===== src/rtl/pipe_stage_buf.sv =====
// -----------------------------------------------------------------------------
// pipe_stage_buf
//   Inter-stage pipeline register with a valid/ready handshake and a one-entry
//   skid buffer.  Each entry carries an opaque payload, an exception vector and
//   a PC.  Supports a synchronous flush, reports occupancy and keeps a
//   saturating count of downstream stall cycles.
//
// Ports
//   clk, rst_n             clock (rising edge), asynchronous active-low reset
//   flush                  synchronous kill of held and incoming entries
//   in_valid / in_ready    upstream handshake (in_ready = skid slot free)
//   in_data/in_exc/in_pc   upstream entry
//   out_valid / out_ready  downstream handshake (out_valid = main entry valid)
//   out_data/out_exc/out_pc main entry contents
//   out_exc_any            out_valid & |out_exc
//   occupancy              entries held: 0, 1 or 2
//   stall_clr              synchronous clear of stall_cnt
//   stall_cnt              saturating count of out_valid & !out_ready cycles
// -----------------------------------------------------------------------------
module pipe_stage_buf #(
    parameter int DATA_W        = 64,
    parameter int EXC_W         = 8,
    parameter int PC_W          = 32,
    parameter int CNT_W         = 16,
    parameter int ZERO_ON_FLUSH = 1
) (
    input  logic              clk,
    input  logic              rst_n,
    input  logic              flush,
    input  logic              in_valid,
    output logic              in_ready,
    input  logic [DATA_W-1:0] in_data,
    input  logic [EXC_W-1:0]  in_exc,
    input  logic [PC_W-1:0]   in_pc,
    output logic              out_valid,
    input  logic              out_ready,
    output logic [DATA_W-1:0] out_data,
    output logic [EXC_W-1:0]  out_exc,
    output logic              out_exc_any,
    output logic [PC_W-1:0]   out_pc,
    output logic [1:0]        occupancy,
    input  logic              stall_clr,
    output logic [CNT_W-1:0]  stall_cnt
);

    // State encoding doubles as the occupancy count.
    typedef enum logic [1:0] {
        EMPTY = 2'd0,
        HALF  = 2'd1,
        FULL  = 2'd2
    } state_t;

    state_t            state;

    logic [DATA_W-1:0] main_data;
    logic [EXC_W-1:0]  main_exc;
    logic [PC_W-1:0]   main_pc;
    logic [DATA_W-1:0] skid_data;
    logic [EXC_W-1:0]  skid_exc;
    logic [PC_W-1:0]   skid_pc;

    logic              in_fire;
    logic              out_fire;
    logic              stall;

    // Saturating increment: holds at all-ones instead of wrapping.
    function automatic logic [CNT_W-1:0] sat_inc(input logic [CNT_W-1:0] v);
        if (&v)
            return v;
        else
            return v + {{(CNT_W-1){1'b0}}, 1'b1};
    endfunction

    // Handshake outputs depend only on registered state, so there is no
    // combinational path from in_valid/out_ready to in_ready/out_valid.
    assign out_valid   = (state != EMPTY);
    assign in_ready    = (state != FULL);
    assign occupancy   = state;
    assign out_data    = main_data;
    assign out_exc     = main_exc;
    assign out_pc      = main_pc;
    assign out_exc_any = out_valid & (|main_exc);

    assign in_fire  = in_valid & in_ready;
    assign out_fire = out_valid & out_ready;
    assign stall    = out_valid & ~out_ready;

    // ---- stage boundary: main / skid entry registers ----
    always_ff @(posedge clk or negedge rst_n) begin
        if (!rst_n) begin
            state     <= EMPTY;
            main_data <= '0;
            main_exc  <= '0;
            main_pc   <= '0;
            skid_data <= '0;
            skid_exc  <= '0;
            skid_pc   <= '0;
        end else if (flush) begin
            // Flush outranks both handshakes: an incoming entry is dropped,
            // an outgoing one has already been sampled downstream this edge.
            state <= EMPTY;
            if (ZERO_ON_FLUSH != 0) begin
                main_data <= '0;
                main_exc  <= '0;
                main_pc   <= '0;
                skid_data <= '0;
                skid_exc  <= '0;
                skid_pc   <= '0;
            end
        end else begin
            case (state)
                EMPTY: begin
                    if (in_fire) begin
                        main_data <= in_data;
                        main_exc  <= in_exc;
                        main_pc   <= in_pc;
                        state     <= HALF;
                    end
                end
                HALF: begin
                    if (in_fire && out_fire) begin
                        main_data <= in_data;
                        main_exc  <= in_exc;
                        main_pc   <= in_pc;
                    end else if (in_fire) begin
                        // Main is stalled: park the new entry behind it.
                        skid_data <= in_data;
                        skid_exc  <= in_exc;
                        skid_pc   <= in_pc;
                        state     <= FULL;
                    end else if (out_fire) begin
                        state <= EMPTY;
                    end
                end
                FULL: begin
                    // in_ready is low here, so only the drain side can move.
                    if (out_fire) begin
                        main_data <= skid_data;
                        main_exc  <= skid_exc;
                        main_pc   <= skid_pc;
                        state     <= HALF;
                    end
                end
                default: state <= EMPTY;
            endcase
        end
    end

    // ---- stage boundary: stall counter ----
    always_ff @(posedge clk or negedge rst_n) begin
        if (!rst_n)
            stall_cnt <= '0;
        else if (stall_clr)
            stall_cnt <= '0;
        else if (stall)
            stall_cnt <= sat_inc(stall_cnt);
    end

endmodule


===== config.mk =====
export PLATFORM = sky130hd
export DESIGN_NAME = pipe_stage_buf
export DESIGN_NICKNAME = d
export VERILOG_FILES = /design/src/rtl/pipe_stage_buf.sv
export SDC_FILE = /design/constraint.sdc
export NUM_CORES = 1
export LEC_CHECK = 0
export CAP_MARGIN = 10
export CORE_ASPECT_RATIO = 1.75
export CORE_MARGIN = 3
export CORE_UTILIZATION = 30
export CTS_CLUSTER_SIZE = 25
export DETAILED_ROUTE_END_ITERATION = 8
export GPL_TIMING_DRIVEN = 0
export PLACE_DENSITY = 0.53
export SYNTH_ARGS = -nofsm -noshare
export SYNTH_HDL_FRONTEND = slang
export SYNTH_SLANG_ARGS = --single-unit

===== constraint.sdc =====
create_clock -name clk -period 2.9 [get_ports clk]
set_clock_uncertainty 0.1 [all_clocks]
set_input_delay 0.58 -clock clk [delete_from_list [all_inputs] [get_ports clk]]
set_output_delay 0.58 -clock clk [all_outputs]
set_load 0.02 [all_outputs]

Word-level counts from Yosys, hierarchy flattened
Index checks and enable logic that the tools add are counted.

Add/subtract/negate cells: 1. Equal/unequal tests: 10. Mux-type cells: 34. Bitwise operators: 5. Reduce and logical (&&, ||, !) cells: 13.

Operators with widths (count): $mux 64 (7); $mux 32 (7); $pmux 64 s3 (1); $pmux 32 s3 (1); $mux 8 (7); $mux 16 (3); $pmux 8 s3 (1); $add 16x1->16 const B (1); $reduce_and 16->1 (1); $mux 2 (6); $ne 3x3->1 const B (4); $reduce_and 4->1 (2); $reduce_bool 2->1 (4); $reduce_or 8->1 (1); $ne 2x2->1 const B (3); $pmux 2 s3 (1); $and 1x1->1 (4); $ne 4x4->1 const B (1); $reduce_bool 4->1 (1); $reduce_and 3->1 (1); $eq 2x1->1 const B (1); $eq 2x2->1 const B (1); $logic_not 2->1 (1); $reduce_and 2->1 (1); other kinds (2) (2).

Register bits: 226. Output and inout port bits: 125. Logic and storage cells: 71.

Depth between registers and ports, before layout
Gate-level depths: netlist (run 1).

Depth after elaboration: 7. Depth in mapped cells: 10. Mapped depth without buffers: 6.

Least setup slack after synthesis (run 1)
Ideal clock, no wire load.

Path type: register to output. Start: register state[0] (netlist: occupancy[0]). End: output port in_ready. Arrival: 1.691 ns. Data required time: 2.220 ns. Setup slack: 0.529 ns. Cell stages (with the launch flop): 7. Buffers on the path: 3. Cell sequence: dfrtp_1 -> inv_1 -> ha_1 -> clkbuf_1 -> buf_4 -> clkbuf_1 -> inv_1.

Word-level cells in the longest chain between the ends: 1.

Ends and longest elaborated chain: start, declared (RTL line 53) `state_t state;`; start signal, assigned (RTL line 91) `state <= EMPTY;`; start signal, assigned (RTL line 101) `state <= EMPTY;`; start signal, assigned (RTL line 117) `state <= HALF;`; $ne 2x2->1 (RTL line 77) `assign in_ready = (state != FULL);`; end, declared (RTL line 31) `output logic in_ready,`.

Every way passes these cells.

Final worst setup path (run 1)
Start: register state[1] (netlist: occupancy[1]). End: output port out_exc_any.

Word-level cells in the longest chain between the ends: 2.

Ends and longest elaborated chain: $reduce_bool 2->1 (RTL line 76) `assign out_valid = (state != EMPTY);`; $and 1x1->1 (RTL line 82) `assign out_exc_any = out_valid & (|main_exc);`; end, declared (RTL line 39) `output logic out_exc_any,`.

Every way passes these cells.

==> results of run 1 <==
[worst max-delay path, cell delays in order (launching register included)]
cell and delay (ns):
sky130_fd_sc_hd__dfrtp_1 0.47, sky130_fd_sc_hd__inv_1 0.12, sky130_fd_sc_hd__ha_1 0.25, sky130_fd_sc_hd__buf_6 0.17, sky130_fd_sc_hd__a21oi_1 0.10, sky130_fd_sc_hd__dlygate4sd2_1 0.38
[registers in the layout, summed over array words and instances, names as in the netlist]
register	cells
occupancy	2
out_data	64
out_exc	8
out_pc	32
skid_data	64
skid_exc	8
skid_pc	32
stall_cnt	16
[Yosys cell counts, drive strengths merged (2+ instances only)]
| cell type | instances |
|---|---|
| mux2i | 104 |
| ha | 6 |
| nand3b | 2 |
| inv | 9 |
| dfrtp | 226 |
| nor4 | 6 |
| o41ai | 4 |
| a211oi | 105 |
| nand2b | 2 |
| and3 | 3 |
| nand3 | 7 |
| buf | 43 |
| clkbuf | 46 |
| or2 | 2 |
| or3 | 2 |
| nand4 | 8 |
| mux2 | 2 |
| nor3 | 6 |
| nor2 | 110 |
| o31ai | 6 |
| o211ai | 2 |
| nand2 | 214 |
| a21oi | 119 |
| o21ai | 3 |
| or4 | 8 |
[report_power, final]
| part | internal, mW | switching [mW] |
|---|---|---|
| clock network | 1.93 | 1.32 |
| logic | 2.27 | 3.11 |
| registers | 3.93 | 0.501 |
[final cells by class]
class / count / area, um^2 / share of cell area, %
Sequential cell: 226 / 5655 / 39.49
Multi-Input combinational cell: 732 / 4362 / 30.46
Timing Repair Buffer: 238 / 2414 / 16.85
Clock buffer: 35 / 733.2 / 5.120
Tap cell: 460 / 575.6 / 4.019
Buffer: 88 / 446.7 / 3.119
Clock inverter: 8 / 97.59 / 0.6815
Inverter: 9 / 33.78 / 0.2359
Antenna cell: 1 / 2.502 / 0.01747
[logic make-up (layout without fill, tap and decap cells)]
kind of cell,after synthesis,after routing,synth area share (%)
AOI/OAI and AO/OA,245,245,15.71
other,0,1,0
and+or+nand+nor,375,375,15.00
adders and majority gates,6,6,0.7161
DFF,226,226,53.95
buffers and inverters,98,378,4.476
muxes,106,106,10.15
[final timing paths]
check	slack [ns]	from	depth (start not counted)	end
max	0.20	occupancy[1]	5	out_exc_any
min	0.42	skid_data[36]	2	skid_data[36]
max reg2reg	0.26	occupancy[0]	8	out_pc[20]
min reg2reg	0.42	skid_data[36]	2	skid_data[36]
max in group asynchronous	1.00	rst_n	4	out_data[61]
min in group asynchronous	0.45	rst_n	2	skid_data[28]
[metal layers]
metal,wire length (um),global-route usage [%]
met5,20,0
met4,684,4.159
met3,2002,3.921
met2,19060,35.26
met1,12290,18.98
[timing repair]
action,in CTS,in global routing
setup buffers,2,0
endpoints found under the setup margin,3,25
hold buffers,1,0
resized for setup,8,4
hold endpoints to repair,52,0
==> summary.json, run 1 <==
{
  "final_cell_mix": "229 x sky130_fd_sc_hd__clkdlybuf4s50_1, 226 x sky130_fd_sc_hd__dfrtp_1, 214 x sky130_fd_sc_hd__nand2_1",
  "cts_inserted_buffers": 25,
  "postSynth.asyncResetShare_pct": 100.0,
  "clk-insertion-delay-late_ns": 0.53,
  "final_count_of_pins_violating_max_slew": 0,
  "synth_edf_count": 0,
  "drv_cap": 0,
  "cp_max_fo": 10,
  "place_inst": 1751,
  "postLayoutCellArea_um2": 14320,
  "cts_root_buffer": "sky130_fd_sc_hd__clkbuf_16",
  "cts_tree": "yes",
  "remaining_drc_errors": 0,
  "routability_congestion_estimate": 0.8094,
  "finalHoldViolCount": 0,
  "floorplan.initialDensity_pct": 30.42,
  "max_slew_margin_pct": 35.43,
  "mappedNetlistNets": 1172,
  "setup_violations": 0,
  "layout_setup_ws_ns": 0.1968,
  "n_fill_cell": 3485,
  "number_of_global_route_vias_before_repair": 8918,
  "power.density_nw_per_um2": 912.7,
  "min-delay-path-class": "register to register",
  "grt_usage_pct": 17.82,
  "wirelength_um": 34060,
  "power.leakage_nw": 5.629,
  "synthDistinctLibCells": 44,
  "detailedPlace.worstSlack_ns": -0.2638,
  "final_net_count": 1436,
  "boundaryPins": 235,
  "yosys.area.top_type": "sky130_fd_sc_hd__dfrtp_1",
  "fin_cells": 1797,
  "tightest_slew_ns": 0.9686,
  "cts_htree_levels": 1,
  "avgSynthCellArea_um2": 9.927,
  "hold_ws_ns": 0.4204,
  "worst-endpoint-required_ns": 2.22,
  "cp.arrival_ns": 2.02,
  "start_kind": "register",
  "detailedRoute.firstPassIterationCount": 6,
  "period_minus_slack_ns": 2.703,
  "layout-drive-gt1-share_pct": 8.832,
  "final_util_pct": 41.56,
  "first_iter_violations": 251,
  "core.rowCount": 90,
  "die_h_um": 253.3,
  "setup-tns-final_ns": 0,
  "yosys_warnings": 0,
  "detailedPlacementHpwl_um": 25120,
  "antenna_violating_nets_post_route": 0,
  "design.die.area_um2": 37310,
  "layout_worst_path_cycle_share_pct": 93.21,
  "clock-sinks": 226,
  "grt_setup_unrepaired": "no",
  "fmax_mhz": 369.9,
  "area.growth.synth_to_final_pct": 36.61,
  "die-width_um": 147.3,
  "status": "finished, final reports clean",
  "netlist_top_cells_area": "sky130_fd_sc_hd__dfrtp_1 54%, sky130_fd_sc_hd__mux2i_1 9.9%, sky130_fd_sc_hd__nand2_1 7.7%",
  "vias": 8652,
  "ys_seq_elements": 226,
  "clk_pin_slew_ns": 0.06,
  "placed_area_um2": 13450,
  "worst-setup-path-type": "register to output pin",
  "mappedNetlistArea_um2": 10480,
  "grt_max_degree": 92,
  "post_drt_via_cell_ratio": 4.815,
  "synth_seq_area_share_pct": 53.95,
  "globalRouteOverflowTotal": 0,
  "global_route_wire_length_before_repair_um": 52560,
  "syn_inst": 1056,
  "worstSetupEndpointType": "output pin",
  "irDropWorstVdd_uv": 560.5,
  "layout.cells.most_common": "sky130_fd_sc_hd__clkdlybuf4s50_1",
  "synth_largest_type_area_fraction_pct": 53.95,
  "cts.path.max_buffers": 3,
  "route.detailed.wl_per_inst_um": 18.95,
  "numPortBuffers": 233,
  "p_total_mw": 13.07,
  "antenna_found_initial": 2,
  "synth_ff_type": "sky130_fd_sc_hd__dfrtp_1",
  "core_um2": 34460
}
Power figures use the tool's default switching activity.
==> inputs of run 2 (changes only) <==
Settings changed: HOLD_SLACK_MARGIN set to 0.1.
==> results of run 2 <==
Same layout as run 1: the final DEF is identical, and so are final timing and power.
==> inputs of run 3 (changes only) <==
Settings changed: SLEW_MARGIN set to 20.
Clock period 2.9 ns to 3.2 ns, I/O delays scaled along.
==> run 3 against run 2 <==
  * Critical path type unchanged
  * Hold slack worse by 0.00073 ns
  * First-iteration DRC count up 14%
  * Global-route usage about the same
  * Critical path depth up 1
  * Via count down 0.39%
  * Design area down 0.51%
  * Combinational power down 9.3%
==> summary.json, run 3 (synthesis results as in run 1) <==
{
  "antenna_cells": {"value": 0, "change": "was 1"},
  "antenna_violating_nets_post_route": {"value": 0, "change": "unchanged"},
  "detailedRoute.firstPassIterationCount": {"value": 7, "change": "was 6"},
  "layout.cells.most_common": {"value": "sky130_fd_sc_hd__clkdlybuf4s50_1", "change": "unchanged"},
  "floorplan.initialDensity": {"value": 30.42, "unit": "%", "change": "unchanged"},
  "tightest_slew": {"value": 0.9931, "unit": "ns", "change": "was 0.9686 ns"},
  "clk-insertion-delay-late": {"value": 0.53, "unit": "ns", "change": "about the same"},
  "core": {"value": 34460, "unit": "um^2", "change": "unchanged"},
  "remaining_drc_errors": {"value": 0, "change": "unchanged"},
  "finalHoldViolCount": {"value": 0, "change": "unchanged"},
  "fmax_mhz": 328.2,
  "whs_path_cells": {"value": 2, "change": "unchanged"},
  "first_iter_violations": {"value": 285, "change": "was 251"},
  "power.density": {"value": 820.6, "unit": "nW/um^2", "change": "was 912.7 nW/um^2"},
  "design.die.area": {"value": 37310, "unit": "um^2", "change": "unchanged"},
  "detailedPlacementHpwl": {"value": 25110, "unit": "um", "change": "was 25120 um"},
  "irDropWorstVdd": {"value": 441.3, "unit": "uV", "change": "was 560.5 uV"},
  "area.growth.synth_to_final": {"value": 35.92, "unit": "%", "change": "was 36.61%"},
  "cts_root_buffer": {"value": "sky130_fd_sc_hd__clkbuf_16", "change": "unchanged"},
  "grt_setup_unrepaired": {"value": "no", "change": "unchanged"},
  "cp.arrival": {"value": 2.31, "unit": "ns", "change": "was 2.02 ns"},
  "r2r_slack": {"value": 0.51, "unit": "ns", "change": "was 0.26 ns"},
  "critical_path.startpoint": {"value": "occupancy[0]", "change": "was occupancy[1]"},
  "grt_usage": {"value": 17.79, "unit": "%", "change": "was 17.82%"},
  "cts.path.max_buffers": {"value": 3, "change": "unchanged"},
  "numPortBuffers": {"value": 233, "change": "unchanged"},
  "met1_usage": {"value": 18.96, "unit": "%", "change": "was 18.98%"},
  "layout-drive-gt1-share": {"value": 8.177, "unit": "%", "change": "was 8.832%"},
  "drv_cap": {"value": 0, "change": "unchanged"},
  "worstReg2RegStart": {"value": "occupancy[0]", "change": "unchanged"},
  "worstReg2RegEnd": {"value": "skid_data[37]", "change": "was out_pc[20]"},
  "ff2ff_path_depth": {"value": 9, "change": "was 8"},
  "routability_congestion_estimate": {"value": 0.8094, "change": "unchanged"},
  "min_delay_worst_endpoint": {"value": "skid_data[36]", "change": "unchanged"},
  "setup_violations": {"value": 0, "change": "unchanged"},
  "worstSetupEndpointType": {"value": "output pin", "change": "unchanged"},
  "final_cell_mix": {"value": "231 x sky130_fd_sc_hd__clkdlybuf4s50_1, 226 x sky130_fd_sc_hd__dfrtp_1, 214 x sky130_fd_sc_hd__nand2_1", "change": "was 229 x sky130_fd_sc_hd__clkdlybuf4s50_1, 226 x sky130_fd_sc_hd__dfrtp_1, 214 x sky130_fd_sc_hd__nand2_1"},
  "status": {"value": "finished, final reports clean", "change": "unchanged"},
  "vias": {"value": 8618, "change": "was 8652"},
  "n_fill_cell": {"value": 3507, "change": "was 3485"},
  "number_of_global_route_vias_before_repair": {"value": 8975, "change": "was 8918"},
  "wirelength": {"value": 33650, "unit": "um", "change": "was 34060 um"},
  "cp_max_fo": {"value": 19, "change": "was 10"},
  "min-delay-path-class": {"value": "register to register", "change": "unchanged"},
  "final_count_of_pins_violating_max_slew": {"value": 0, "change": "unchanged"},
  "cts_htree_levels": {"value": 1, "change": "unchanged"},
  "min_delay_startpoint": {"value": "skid_data[36]", "change": "unchanged"},
  "boundaryPins": {"value": 235, "change": "unchanged"},
  "antenna_found_initial": {"value": 1, "change": "was 2"},
  "globalRouteOverflowTotal": {"value": 0, "change": "unchanged"},
  "max_slew_margin": {"value": 33.79, "unit": "%", "change": "was 35.43%"},
  "hold_ws": {"value": 0.4196, "unit": "ns", "change": "was 0.4204 ns"},
  "worst-setup-path-type": {"value": "register to output pin", "change": "unchanged"},
  "post_drt_via_cell_ratio": {"value": 4.806, "change": "was 4.815"},
  "p_total": {"value": 11.69, "unit": "mW", "change": "was 13.07 mW"},
  "die_h": {"value": 253.3, "unit": "um", "change": "unchanged"},
  "final_util": {"value": 41.35, "unit": "%", "change": "was 41.56%"},
  "layout_setup_ws": {"value": 0.1527, "unit": "ns", "change": "was 0.1968 ns"},
  "layout_worst_path_cycle_share_pct": 95.23,
  "global_route.usage.met3": {"value": 4.082, "unit": "%", "change": "was 3.921%"},
  "route.detailed.wl_per_inst": {"value": 18.77, "unit": "um", "change": "was 18.95 um"},
  "start_kind": {"value": "register", "change": "unchanged"},
  "worst-endpoint-required": {"value": 2.46, "unit": "ns", "change": "was 2.22 ns"},
  "die-width": {"value": 147.3, "unit": "um", "change": "unchanged"},
  "final_net_count": {"value": 1433, "change": "was 1436"},
  "clk_pin_slew": {"value": 0.06, "unit": "ns", "change": "about the same"},
  "cts_inserted_buffers": {"value": 24, "change": "was 25"},
  "grt_use_met2": {"value": 35.12, "unit": "%", "change": "was 35.26%"},
  "grt_max_degree": {"value": 89, "change": "was 92"},
  "placed_area": {"value": 13450, "unit": "um^2", "change": "unchanged"},
  "clock-sinks": {"value": 226, "change": "unchanged"},
  "core.rowCount": {"value": 90, "change": "unchanged"},
  "global_route_wire_length_before_repair": {"value": 52280, "unit": "um", "change": "was 52560 um"},
  "postLayoutCellArea": {"value": 14250, "unit": "um^2", "change": "was 14320 um^2"},
  "period_minus_slack_ns": 3.047,
  "cts_tree": {"value": "yes", "change": "unchanged"},
  "power.leakage": {"value": 5.604, "unit": "nW", "change": "was 5.629 nW"},
  "top_usage_layer": {"value": "met2", "change": "unchanged"},
  "detailedPlace.worstSlack": {"value": 0.01582, "unit": "ns", "change": "was -0.2638 ns"}
}
==> run 3: cell count changes in the layout (fill, tap and decap cells not counted), moves of 2 or more <==
cell / previous run / this run
sky130_fd_sc_hd__clkbuf_1: 45 / 49
sky130_fd_sc_hd__clkbuf_8: 8 / 5
sky130_fd_sc_hd__dlygate4sd2_1: 3 / 0
sky130_fd_sc_hd__buf_4: 10 / 8
sky130_fd_sc_hd__clkdlybuf4s50_1: 229 / 231
sky130_fd_sc_hd__clkinvlp_4: 3 / 1
==> run 3: how the worst max path moves through the flow <==
stage	end	slack [ns]	depth (start not counted)
global placement	out_pc[6]	-8.99	1
CTS	in_ready	0.02	6
detailed placement	in_ready	0.02	7
global route	in_ready	0.02	6
finish	in_ready	0.15	6
floorplan	in_ready	0.77	6
==> run 3: layer usage <==
layer  vias to the layer above  wire [um]
met4                         2        569
met1                      4182      12350
li1                       4201          -
met5                         -         20
met3                        36       1827
met2                       197      18890
==> run 3: worst max-delay path, cell delays in order (launching register included) <==
cell	delay [ns]
sky130_fd_sc_hd__dfrtp_1	0.42
sky130_fd_sc_hd__inv_1	0.12
sky130_fd_sc_hd__ha_1	0.24
sky130_fd_sc_hd__clkbuf_2	0.14
sky130_fd_sc_hd__buf_12	0.17
sky130_fd_sc_hd__inv_1	0.07
sky130_fd_sc_hd__clkdlybuf4s50_1	0.60
==> run 3: layout make-up <==
| class | instances | area, um^2 | share of cell area, % |
|---|---|---|---|
| flip-flops and latches | 226 | 5655 | 39.69 |
| repair buffers | 236 | 2405 | 16.88 |
| plain buffers | 88 | 445.4 | 3.126 |
| clock inverters | 6 | 57.56 | 0.4040 |
| inverters | 9 | 33.78 | 0.2371 |
| clock buffers | 36 | 716.9 | 5.032 |
| well taps | 460 | 575.6 | 4.040 |
| multi-input cells | 732 | 4358 | 30.59 |
==> run 3: power breakdown <==
group / total (mW) / internal [mW] / switching [mW]
Combinational: 4.89 / 2.07 / 2.82
Clock: 2.78 / 1.62 / 1.16
Sequential: 4.02 / 3.56 / 0.456
Total: 11.7 / 7.25 / 4.44
==> run 3: metrics by stage <==
stage | cells | TNS, ns
6_report | 1793 | 0
5_1_grt | 1793 | 0
4_1_cts | 1793 | 0
3_5_place_dp | 1751 | 0
3_3_place_gp | 1749 | -2025.05
2_1_floorplan | 1056 | 0
==> run 3: timing repair <==
item | 4_1_cts | 5_1_grt
hold buffers | 1 | 0
pin swaps | 0 | 0
buffers inserted | 0 | 0
hold endpoints to repair | 55 | 0
setup endpoints to repair | 1 | 2
resized for setup | 1 | 4
